[src/rtl/ctrl_hazard_pipe_pkg.sv]
// Shared constants and types for the control-signal hazard pipeline.
// Control word: {Branch_outcome,PCSrc,WBSrc,RegWrite,MemWrite,MemRead,ALUOp,ALUSrc}.
package ctrl_hazard_pipe_pkg;

  localparam int BR_W   = 1;
  localparam int PCS_W  = 2;
  localparam int WBS_W  = 2;
  localparam int RW_W   = 1;
  localparam int MW_W   = 1;
  localparam int MR_W   = 1;
  localparam int ALUOP_W = 4;
  localparam int ALUS_W = 1;

  localparam int ALUS_OFF  = 0;
  localparam int ALUOP_OFF = ALUS_OFF + ALUS_W;
  localparam int MR_OFF    = ALUOP_OFF + ALUOP_W;
  localparam int MW_OFF    = MR_OFF + MR_W;
  localparam int RW_OFF    = MW_OFF + MW_W;
  localparam int WBS_OFF   = RW_OFF + RW_W;
  localparam int PCS_OFF   = WBS_OFF + WBS_W;
  localparam int BR_OFF    = PCS_OFF + PCS_W;

  localparam int CTRL_WIDTH = BR_OFF + BR_W;

  localparam logic [CTRL_WIDTH-1:0] INVALID_VECTOR = '0;

  typedef struct packed {
    logic [BR_W-1:0]    branch_outcome;
    logic [PCS_W-1:0]   pc_src;
    logic [WBS_W-1:0]   wb_src;
    logic [RW_W-1:0]    reg_write;
    logic [MW_W-1:0]    mem_write;
    logic [MR_W-1:0]    mem_read;
    logic [ALUOP_W-1:0] alu_op;
    logic [ALUS_W-1:0]  alu_src;
  } ctrl_word_t;

  typedef enum logic [1:0] {
    MODE_LOAD,
    MODE_HOLD,
    MODE_BUBBLE
  } stage_mode_e;

endpackage

[src/rtl/ctrl_hazard_pipe_if.sv]
// ID-side control input and per-stage control output bundle.
interface ctrl_hazard_pipe_if
  import ctrl_hazard_pipe_pkg::*;
#(
  parameter int CTRL_W = CTRL_WIDTH,
  parameter int DEPTH  = 3,
  parameter int CNT_W  = 8
);

  logic [CTRL_W-1:0]       ctrl_in;
  logic                    valid_in;
  logic                    stall;
  logic                    bubble_req;
  logic                    flush;
  logic                    cnt_clr;
  logic [DEPTH*CTRL_W-1:0] ctrl_out;
  logic [DEPTH-1:0]        valid_out;
  logic [CNT_W-1:0]        bubble_cnt;
  logic                    stall_timeout;

  modport master (
    output ctrl_in, valid_in, stall,
    output bubble_req, flush, cnt_clr,
    input  ctrl_out, valid_out,
    input  bubble_cnt, stall_timeout
  );

  modport slave (
    input  ctrl_in, valid_in, stall,
    input  bubble_req, flush, cnt_clr,
    output ctrl_out, valid_out,
    output bubble_cnt, stall_timeout
  );

endinterface

[src/rtl/ctrl_pipe_stage.sv]
// One registered control stage: load, hold, or bubble.
module ctrl_pipe_stage
  import ctrl_hazard_pipe_pkg::*;
#(
  parameter int CTRL_W = CTRL_WIDTH,
  parameter logic [CTRL_W-1:0] BUBBLE_VAL = '0
) (
  input  logic              clk,
  input  logic              rst_n,
  input  stage_mode_e       mode_i,
  input  logic [CTRL_W-1:0] ctrl_i,
  input  logic              valid_i,
  output logic [CTRL_W-1:0] ctrl_o,
  output logic              valid_o
);

  logic [CTRL_W-1:0] ctrl_q;
  logic              valid_q;

  // An invalid load also writes BUBBLE_VAL so idle stages stay clean.
  always_ff @(posedge clk or negedge rst_n) begin
    if (!rst_n) begin
      ctrl_q  <= BUBBLE_VAL;
      valid_q <= 1'b0;
    end else begin
      unique case (mode_i)
        MODE_LOAD: begin
          ctrl_q  <= valid_i ? ctrl_i : BUBBLE_VAL;
          valid_q <= valid_i;
        end
        MODE_BUBBLE: begin
          ctrl_q  <= BUBBLE_VAL;
          valid_q <= 1'b0;
        end
        default: begin
          ctrl_q  <= ctrl_q;
          valid_q <= valid_q;
        end
      endcase
    end
  end

  assign ctrl_o  = ctrl_q;
  assign valid_o = valid_q;

endmodule

[src/rtl/ctrl_hazard_pipe.sv]
// Control-word pipeline with stall hold, bubble insert and branch flush,
// plus a saturating bubble counter and a sticky over-long-stall flag.
module ctrl_hazard_pipe
  import ctrl_hazard_pipe_pkg::*;
#(
  parameter int CTRL_W       = CTRL_WIDTH,
  parameter int DEPTH        = 3,
  parameter int FLUSH_STAGES = 2,
  parameter logic [CTRL_W-1:0] BUBBLE_VAL = '0,
  parameter int CNT_W        = 8,
  parameter int MAX_STALL    = 4
) (
  input logic               clk,
  input logic               rst_n,
  ctrl_hazard_pipe_if.slave bus
);

  localparam int RUN_W = $clog2(MAX_STALL + 1);
  localparam logic [RUN_W-1:0] RUN_MAX = RUN_W'(MAX_STALL);

  stage_mode_e       mode  [DEPTH];
  logic [CTRL_W-1:0] st_d  [DEPTH];
  logic [CTRL_W-1:0] st_q  [DEPTH];
  logic              st_dv [DEPTH];
  logic              st_v  [DEPTH];

  logic stall_eff;
  logic breq_eff;
  logic bub_eff;

  assign stall_eff = bus.stall & ~bus.flush;
  assign breq_eff  = bus.bubble_req & ~bus.flush & ~bus.stall;
  assign bub_eff   = stall_eff | breq_eff;

  always_comb begin
    for (int i = 0; i < DEPTH; i++) begin
      mode[i] = MODE_LOAD;
      unique case (1'b1)
        bus.flush: begin
          if (i < FLUSH_STAGES) mode[i] = MODE_BUBBLE;
        end
        stall_eff: begin
          if (i == 0) mode[i] = MODE_HOLD;
          if (i == 1) mode[i] = MODE_BUBBLE;
        end
        breq_eff: begin
          if (i == 0) mode[i] = MODE_BUBBLE;
        end
        default: ;
      endcase
    end
  end

  always_comb begin
    st_d[0]  = bus.ctrl_in;
    st_dv[0] = bus.valid_in;
    for (int i = 1; i < DEPTH; i++) begin
      st_d[i]  = st_q[i-1];
      st_dv[i] = st_v[i-1];
    end
  end

  for (genvar g = 0; g < DEPTH; g++) begin : g_stage
    ctrl_pipe_stage #(
      .CTRL_W     (CTRL_W),
      .BUBBLE_VAL (BUBBLE_VAL)
    ) u_stage (
      .clk     (clk),
      .rst_n   (rst_n),
      .mode_i  (mode[g]),
      .ctrl_i  (st_d[g]),
      .valid_i (st_dv[g]),
      .ctrl_o  (st_q[g]),
      .valid_o (st_v[g])
    );
  end

  logic [DEPTH*CTRL_W-1:0] ctrl_pk;
  logic [DEPTH-1:0]        valid_pk;

  always_comb begin
    ctrl_pk  = '0;
    valid_pk = '0;
    for (int i = 0; i < DEPTH; i++) begin
      ctrl_pk[i*CTRL_W +: CTRL_W] = st_q[i];
      valid_pk[i]                 = st_v[i];
    end
  end

  assign bus.ctrl_out  = ctrl_pk;
  assign bus.valid_out = valid_pk;

  logic [CNT_W-1:0] bcnt_q, bcnt_d;
  logic [RUN_W-1:0] run_q, run_d;
  logic             to_q, to_d;

  always_comb begin
    bcnt_d = bcnt_q;
    if (bus.cnt_clr) bcnt_d = '0;
    else if (bub_eff && bcnt_q != '1)
      bcnt_d = bcnt_q + 1'b1;

    run_d = '0;
    if (stall_eff)
      run_d = (run_q == RUN_MAX) ? run_q : run_q + 1'b1;

    to_d = to_q;
    if (bus.cnt_clr) to_d = 1'b0;
    else if (stall_eff && run_q == RUN_MAX)
      to_d = 1'b1;
  end

  always_ff @(posedge clk or negedge rst_n) begin
    if (!rst_n) begin
      bcnt_q <= '0;
      run_q  <= '0;
      to_q   <= 1'b0;
    end else begin
      bcnt_q <= bcnt_d;
      run_q  <= run_d;
      to_q   <= to_d;
    end
  end

  assign bus.bubble_cnt    = bcnt_q;
  assign bus.stall_timeout = to_q;

endmodule

[src/flat_wrapper.sv]
// flat-port wrapper written by rule: the top's interface ports become plain ports
module ctrl_hazard_pipe_flat import ctrl_hazard_pipe_pkg::*;
#(
  parameter int CTRL_W       = CTRL_WIDTH,
  parameter int DEPTH        = 3,
  parameter int FLUSH_STAGES = 2,
  parameter logic [CTRL_W-1:0] BUBBLE_VAL = '0,
  parameter int CNT_W        = 8,
  parameter int MAX_STALL    = 4
)
  (clk, rst_n, bus_ctrl_in, bus_valid_in, bus_stall, bus_bubble_req, bus_flush, bus_cnt_clr, bus_ctrl_out, bus_valid_out, bus_bubble_cnt, bus_stall_timeout);
  ctrl_hazard_pipe_if #(.CTRL_W(CTRL_W), .DEPTH(DEPTH), .CNT_W(CNT_W)) bus_i ();
  input logic clk;
  input logic rst_n;
  input wire logic [$bits(bus_i.ctrl_in)-1:0] bus_ctrl_in;
  input wire logic [$bits(bus_i.valid_in)-1:0] bus_valid_in;
  input wire logic [$bits(bus_i.stall)-1:0] bus_stall;
  input wire logic [$bits(bus_i.bubble_req)-1:0] bus_bubble_req;
  input wire logic [$bits(bus_i.flush)-1:0] bus_flush;
  input wire logic [$bits(bus_i.cnt_clr)-1:0] bus_cnt_clr;
  output wire logic [$bits(bus_i.ctrl_out)-1:0] bus_ctrl_out;
  output wire logic [$bits(bus_i.valid_out)-1:0] bus_valid_out;
  output wire logic [$bits(bus_i.bubble_cnt)-1:0] bus_bubble_cnt;
  output wire logic [$bits(bus_i.stall_timeout)-1:0] bus_stall_timeout;
  assign bus_i.ctrl_in = bus_ctrl_in;
  assign bus_i.valid_in = bus_valid_in;
  assign bus_i.stall = bus_stall;
  assign bus_i.bubble_req = bus_bubble_req;
  assign bus_i.flush = bus_flush;
  assign bus_i.cnt_clr = bus_cnt_clr;
  assign bus_ctrl_out = bus_i.ctrl_out;
  assign bus_valid_out = bus_i.valid_out;
  assign bus_bubble_cnt = bus_i.bubble_cnt;
  assign bus_stall_timeout = bus_i.stall_timeout;
  ctrl_hazard_pipe #(.CTRL_W(CTRL_W), .DEPTH(DEPTH), .FLUSH_STAGES(FLUSH_STAGES), .BUBBLE_VAL(BUBBLE_VAL), .CNT_W(CNT_W), .MAX_STALL(MAX_STALL)) u_core (.clk(clk), .rst_n(rst_n), .bus(bus_i));
endmodule
[config.mk]
export PLATFORM = sky130hd
export DESIGN_NAME = ctrl_hazard_pipe_flat
export DESIGN_NICKNAME = d
export VERILOG_FILES = /design/src/rtl/ctrl_hazard_pipe_pkg.sv /design/src/rtl/ctrl_hazard_pipe_if.sv /design/src/rtl/ctrl_pipe_stage.sv /design/src/rtl/ctrl_hazard_pipe.sv /design/src/flat_wrapper.sv
export SDC_FILE = /design/constraint.sdc
export NUM_CORES = 1
export LEC_CHECK = 0
export ABC_AREA = 1
export BUFFER_PORTS_ARGS = -buffer_cell sky130_fd_sc_hd__buf_2
export CAP_MARGIN = 20
export CORE_MARGIN = 1
export CORE_UTILIZATION = 25
export DETAILED_ROUTE_END_ITERATION = 8
export RECOVER_POWER = 25
export SYNTH_ARGS = -nofsm -noshare
export SYNTH_HDL_FRONTEND = slang
export SYNTH_HIERARCHICAL = 1
export SYNTH_SLANG_ARGS = --single-unit
export TNS_END_PERCENT = 5
[constraint.sdc]
create_clock -name clk -period 1.5 [get_ports clk]
set_input_delay 0.15 -clock clk [delete_from_list [all_inputs] [get_ports clk]]
set_output_delay 0.15 -clock clk [all_outputs]
set_load 0.01 [all_outputs]
### After elaboration in Yosys (flattened, before gate mapping)

Cells that the tools add are included.

| word-level totals | value |
|---|---|
| output and inout bits | 51 |
| register bits after elaboration | 54 |

| cells by class | value |
|---|---|
| bitwise logic cells | 6 |
| reduce and logical (&&, ||, !) cells | 10 |
| add/sub/neg operators | 2 |
| mux-type cells | 15 |
| equality and inequality tests | 5 |

Operators by type and width:

| cell | number |
|---|---|
| $pmux W13 S2 | 2 |
| $mux W13 | 3 |
| $mux W8 | 2 |
| $add A8 B1 Y8 const B | 1 |
| $ne A8 B8 Y1 const B | 1 |
| $reduce_bool A2 Y1 | 4 |
| $mux W3 | 2 |
| $eq A2 B2 Y1 const B | 2 |
| $logic_not A2 Y1 | 2 |
| $pmux W1 S2 | 2 |
| $pmux W2 S2 | 1 |
| $reduce_or A2 Y1 | 2 |
| $add A3 B1 Y3 const B | 1 |
| $and A1 B1 Y1 | 3 |
| $eq A3 B3 Y1 const B | 1 |
| $logic_and A1 B1 Y1 | 2 |
| $mux W1 | 2 |
| $mux W2 | 1 |
| $ne A2 B2 Y1 const B | 1 |
| $not A1 Y1 | 2 |
| $or A1 B1 Y1 | 1 |

### Logic depth before layout (Yosys ltp)

| logic depth | value |
|---|---|
| depth in word-level cells | 7 |
| mapped depth | 9 |
| gate-level depth less buffers | 9 |

### By module

Netlist, hierarchy kept.

By module, submodules not included:

| module | sequential area each (um^2) | instances | area an instance (um^2) | cells each |
|---|---|---|---|---|
| ctrl_pipe_stage | 350.3 | 3 | 744.5 | 88 |
| ctrl_hazard_pipe | 300.3 | 1 | 733.2 | 98 |

### Worst setup path after synthesis

OpenSTA, ideal clock, no wires.

| timing path | value |
|---|---|
| path type | reg2reg |
| start | reg u_core.bcnt_q[0], in the netlist u_core/bus.bubble_cnt[0] |
| end | reg u_core.bcnt_q[7], in the netlist u_core/bus.bubble_cnt[7] |
| cell stages (with the launch flop) | 10 |
| required time | 1.382 ns |
| path slack | 0.244 ns |
| library setup time | 0.118 ns |
| clock period less this slack | 1.256 ns |
| arrival | 1.138 ns |
| buffers on the path | 0 |
| cell sequence | dfrtp_1 -> ha_1 -> nand2_2 -> nor2_2 -> nand2_2 -> nand2_2 -> nand2_4 -> clkinv_4 -> nand2_1 -> nand2_1 |

| on the way | value |
|---|---|
| word-level cells in the longest chain between the ends | 3 |
| elaborated cells on any way between the ends | 6 |

RTL lines:

| element | line | source |
|---|---|---|
| start, declared | ctrl_hazard_pipe.sv:93 | `logic [CNT_W-1:0] bcnt_q, bcnt_d;` |
| start signal, assigned | ctrl_hazard_pipe.sv:119 | `bcnt_q <= bcnt_d;` |
| $add A8 B1 Y8 / $ne A8 B8 Y1 (equally long branches) | ctrl_hazard_pipe.sv:101, ctrl_hazard_pipe.sv:100 |  |
| $mux W8 / $logic_and A1 B1 Y1 (equally long branches) | ctrl_hazard_pipe.sv:100 | `else if (bub_eff && bcnt_q != '1)` |
| $mux W8 / $reduce_bool A2 Y1 (equally long branches) | - |  |

Several ways; a longest one is shown, not always the timed one. The select of a mux whose other input is x is not followed.
A chain may end at the register's enable or synchronous reset.

### Final worst setup path

| timing path | value |
|---|---|
| start | reg u_core.bcnt_q[1], in the netlist u_core/bus.bubble_cnt[1] |
| end | reg u_core.bcnt_q[0], in the netlist u_core/bus.bubble_cnt[0] |

| on the way | value |
|---|---|
| word-level cells in the longest chain between the ends | 3 |

RTL lines:

| element | line |
|---|---|
| $ne A8 B8 Y1 | ctrl_hazard_pipe.sv:100 |
| $logic_and A1 B1 Y1 | ctrl_hazard_pipe.sv:100 |
| $reduce_bool A2 Y1 (no source line) | - |

Every way passes these cells.

==> out/summary.txt <==
Worst R2R Setup Slack - 0.11 ns
Hold Vio Cnt, Final - 0
Overflow after GRT - 0
mean post-synth cell area - 8.195 um2
CTS tree - yes
area occupied by multi-input gates - 1305 um2
Layout fillers - 1,203
drt total wl - 6316 um
worst-path fanout max - 6
DP Wirelength - 4899 um
Slew @ Worst Pin - 0.7779 ns
# hold bufs at CTS - 1
fin crit share - 92.43%
Async SR Flop Fraction - 100.0%
Synthesis Warnings - 6
Num Clock Sinks - 54
area delta synth->final - 21.59%
Worst VDD drop - 0.4613 mV
kind of critical path - register to register
Hold Path Class - input port to register
#FFs+latches synth - 54
Startpoint Class - register
Longest Clk Path Bufs - 2
ys flop type - dfrtp_1
Initial DRC Count - 123
top cells by area, synth - dfrtp_1 46%, nand2_1 16%, nand3_2 10%
register area share after synthesis - 45.55%
ANT cells - 0
RR Startpoint - u_core/bus.bubble_cnt[1]
core outline area - 11,470 um2
Die ar. - 12,310 um2
Initial Utilization - 25.87%
total CTS buffers - 5
gr usage total - 10.92%
Rows - 39
Synth top area share - 45.55%
number of enable flip-flop cells after synthesis - 0
Post-Syn Instances - 362
residual DRC count - 0
Power Density - 829.0 nW/um2
Slew headroom - 48.14%
crit path capture type - register
worst skew pair latency - 0.29 ns
share of cells above drive strength 1 - 34.91%
final setup fails - 0
WP data arrival - 1.60 ns
drt first pass iters - 4
Req. time, crit path - 1.72 ns
Leakage - 2.019 nW
Worst R2R Path Depth - 6
Tmin final - 1.386 ns
hold depth - 2
# IOs - 71
wire per inst - 10.76 um
max-cap violations - 0
RePlAce Congestion - 0.7697
commonest cells in the netlist - 125 x nand2_1, 54 x dfrtp_1, 31 x nand2_2
Post-Place Worst Slack - 0.1566 ns
post-route setup slack - 0.1136 ns
cell taking the most area after synthesis - dfrtp_1
Synth Cell Area - 2967 um2
worst hold start - bus_cnt_clr
CTS root buf - clkbuf_16
Yosys cell types - 27
max-slew violations - 0
Die Height - 110.9 um
Post-CTS Setup Bufs - 0
vias in the first global route - 2,237
Die X - 110.9 um
outcome - complete, no violations
Setup Skew - 0.002674 ns
CP endpoint - u_core/bus.bubble_cnt[0]
Final nets - 466
Fin Setup TNS - 0 ns
Critical R2R Capture - u_core/bus.bubble_cnt[0]
htree depth - 2
first-pass GRT wire length - 10,810 um
Final ANT Viol Nets - 0
fmax - 721.3 MHz
initial antenna violation count - 0
pin count of the biggest net entering global routing - 41
sequential cell area - 1351 um2
IO buf count - 70
CTS clock-pin slew for the worst setup and hold paths - 0.07 ns
Via density - 3.901
Crit. Startpoint - u_core/bus.bubble_cnt[1]
post-CTS sizing - 0
RSZ-0062 raised after global routing - false
via count - 2,290
count leader, synth - nand2_1
-- critical path, cell delays in order, from the launching register on --
cell and delay [ns]:
dfrtp_1 0.42, ha_1 0.22, nand2_2 0.12, nor2_2 0.06
a21oi_2 0.26, nand3_1 0.13, o21ai_1 0.11
-- metrics by stage --
stage               power, mW  std cells  cell area (um2)  hold slack (ns)  util (%)
floorplan               1.728        374             3012          -0.1456         -
global placement        1.815        578             3452          0.06998     30.10
detailed placement      1.822        578             3452          0.07593     30.10
CTS                     3.044        587             3617           0.1088     31.54
global route            3.147        587             3607           0.1180     31.46
finish                  2.990        587             3607           0.1203     31.46
-- cells in the final DEF, fill, tap and decap left out, drive strengths merged, types with 7 or more instances in the layout --
master	netlist	final
buf	12	72
nor2	10	10
clkbuf	0	7
inv	30	31
o21ai	7	7
conb	1	13
nand2	157	157
clkinv	30	30
dfrtp	54	54
nand3	50	50
-- final cells by class --
type / instances / area share (%)
flip-flops and latches: 54 / 37.46
inverters: 60 / 6.417
repair buffers: 74 / 10.68
multi-input cells: 248 / 36.18
clock inverters: 2 / 0.4509
clock buffers: 6 / 3.850
well taps: 143 / 4.960
-- how the worst min path moves through the flow --
stage | endpoint | slack (ns)
floorplan | u_core/bus.bubble_cnt[0] | -0.15
global placement | u_core/g_stage[0].u_stage/ctrl_o[3] | 0.07
detailed placement | u_core/g_stage[0].u_stage/ctrl_o[11] | 0.08
CTS | u_core/bus.stall_timeout | 0.11
global route | u_core/bus.stall_timeout | 0.12
finish | u_core/bus.stall_timeout | 0.12
-- cells by family (layout without fill, tap and decap cells) --
kind of cell / Yosys count / in the layout / synth area share, %
AND/OR/NAND/NOR: 218 / 218 / 38.13
buffers and inverters: 72 / 142 / 11.98
flip-flops: 54 / 54 / 45.55
AO/OA/AOI/OAI: 13 / 13 / 2.657
adder cells (fa/ha/maj): 3 / 3 / 1.265
other: 1 / 13 / 0.1264
XOR/XNOR: 1 / 1 / 0.2953
-- where the power goes --
part	internal [mW]	leakage [nW]	switching, mW
clock network	0.671	0.0735	0.527
registers	1.48	0.746	0.0354
logic	0.0842	1.20	0.190
total	2.24	2.02	0.753
-- sequential cells by signal, summed over array words and instances (netlist names) --
signal                          flops
u_core/bus.bubble_cnt               8
u_core/bus.stall_timeout            1
u_core/g_stage.u_stage/ctrl_o      39
u_core/g_stage.u_stage/valid_o      3
u_core/run_q                        3
-- per-layer routing --
metal | GRT usage (%) | routed length [um] | part of all wire [%] | vias up
li1 | - | - | - | 1243
met3 | 1.804 | 163 | 2.6 | 13
met4 | 5.778 | 198 | 3.1 | 0
met2 | 16.48 | 2855 | 45 | 62
met1 | 14.93 | 3098 | 49 | 972
met5 | 0 | 0 | 0 | -
Note: power is estimated with default switching activity, not from simulation.
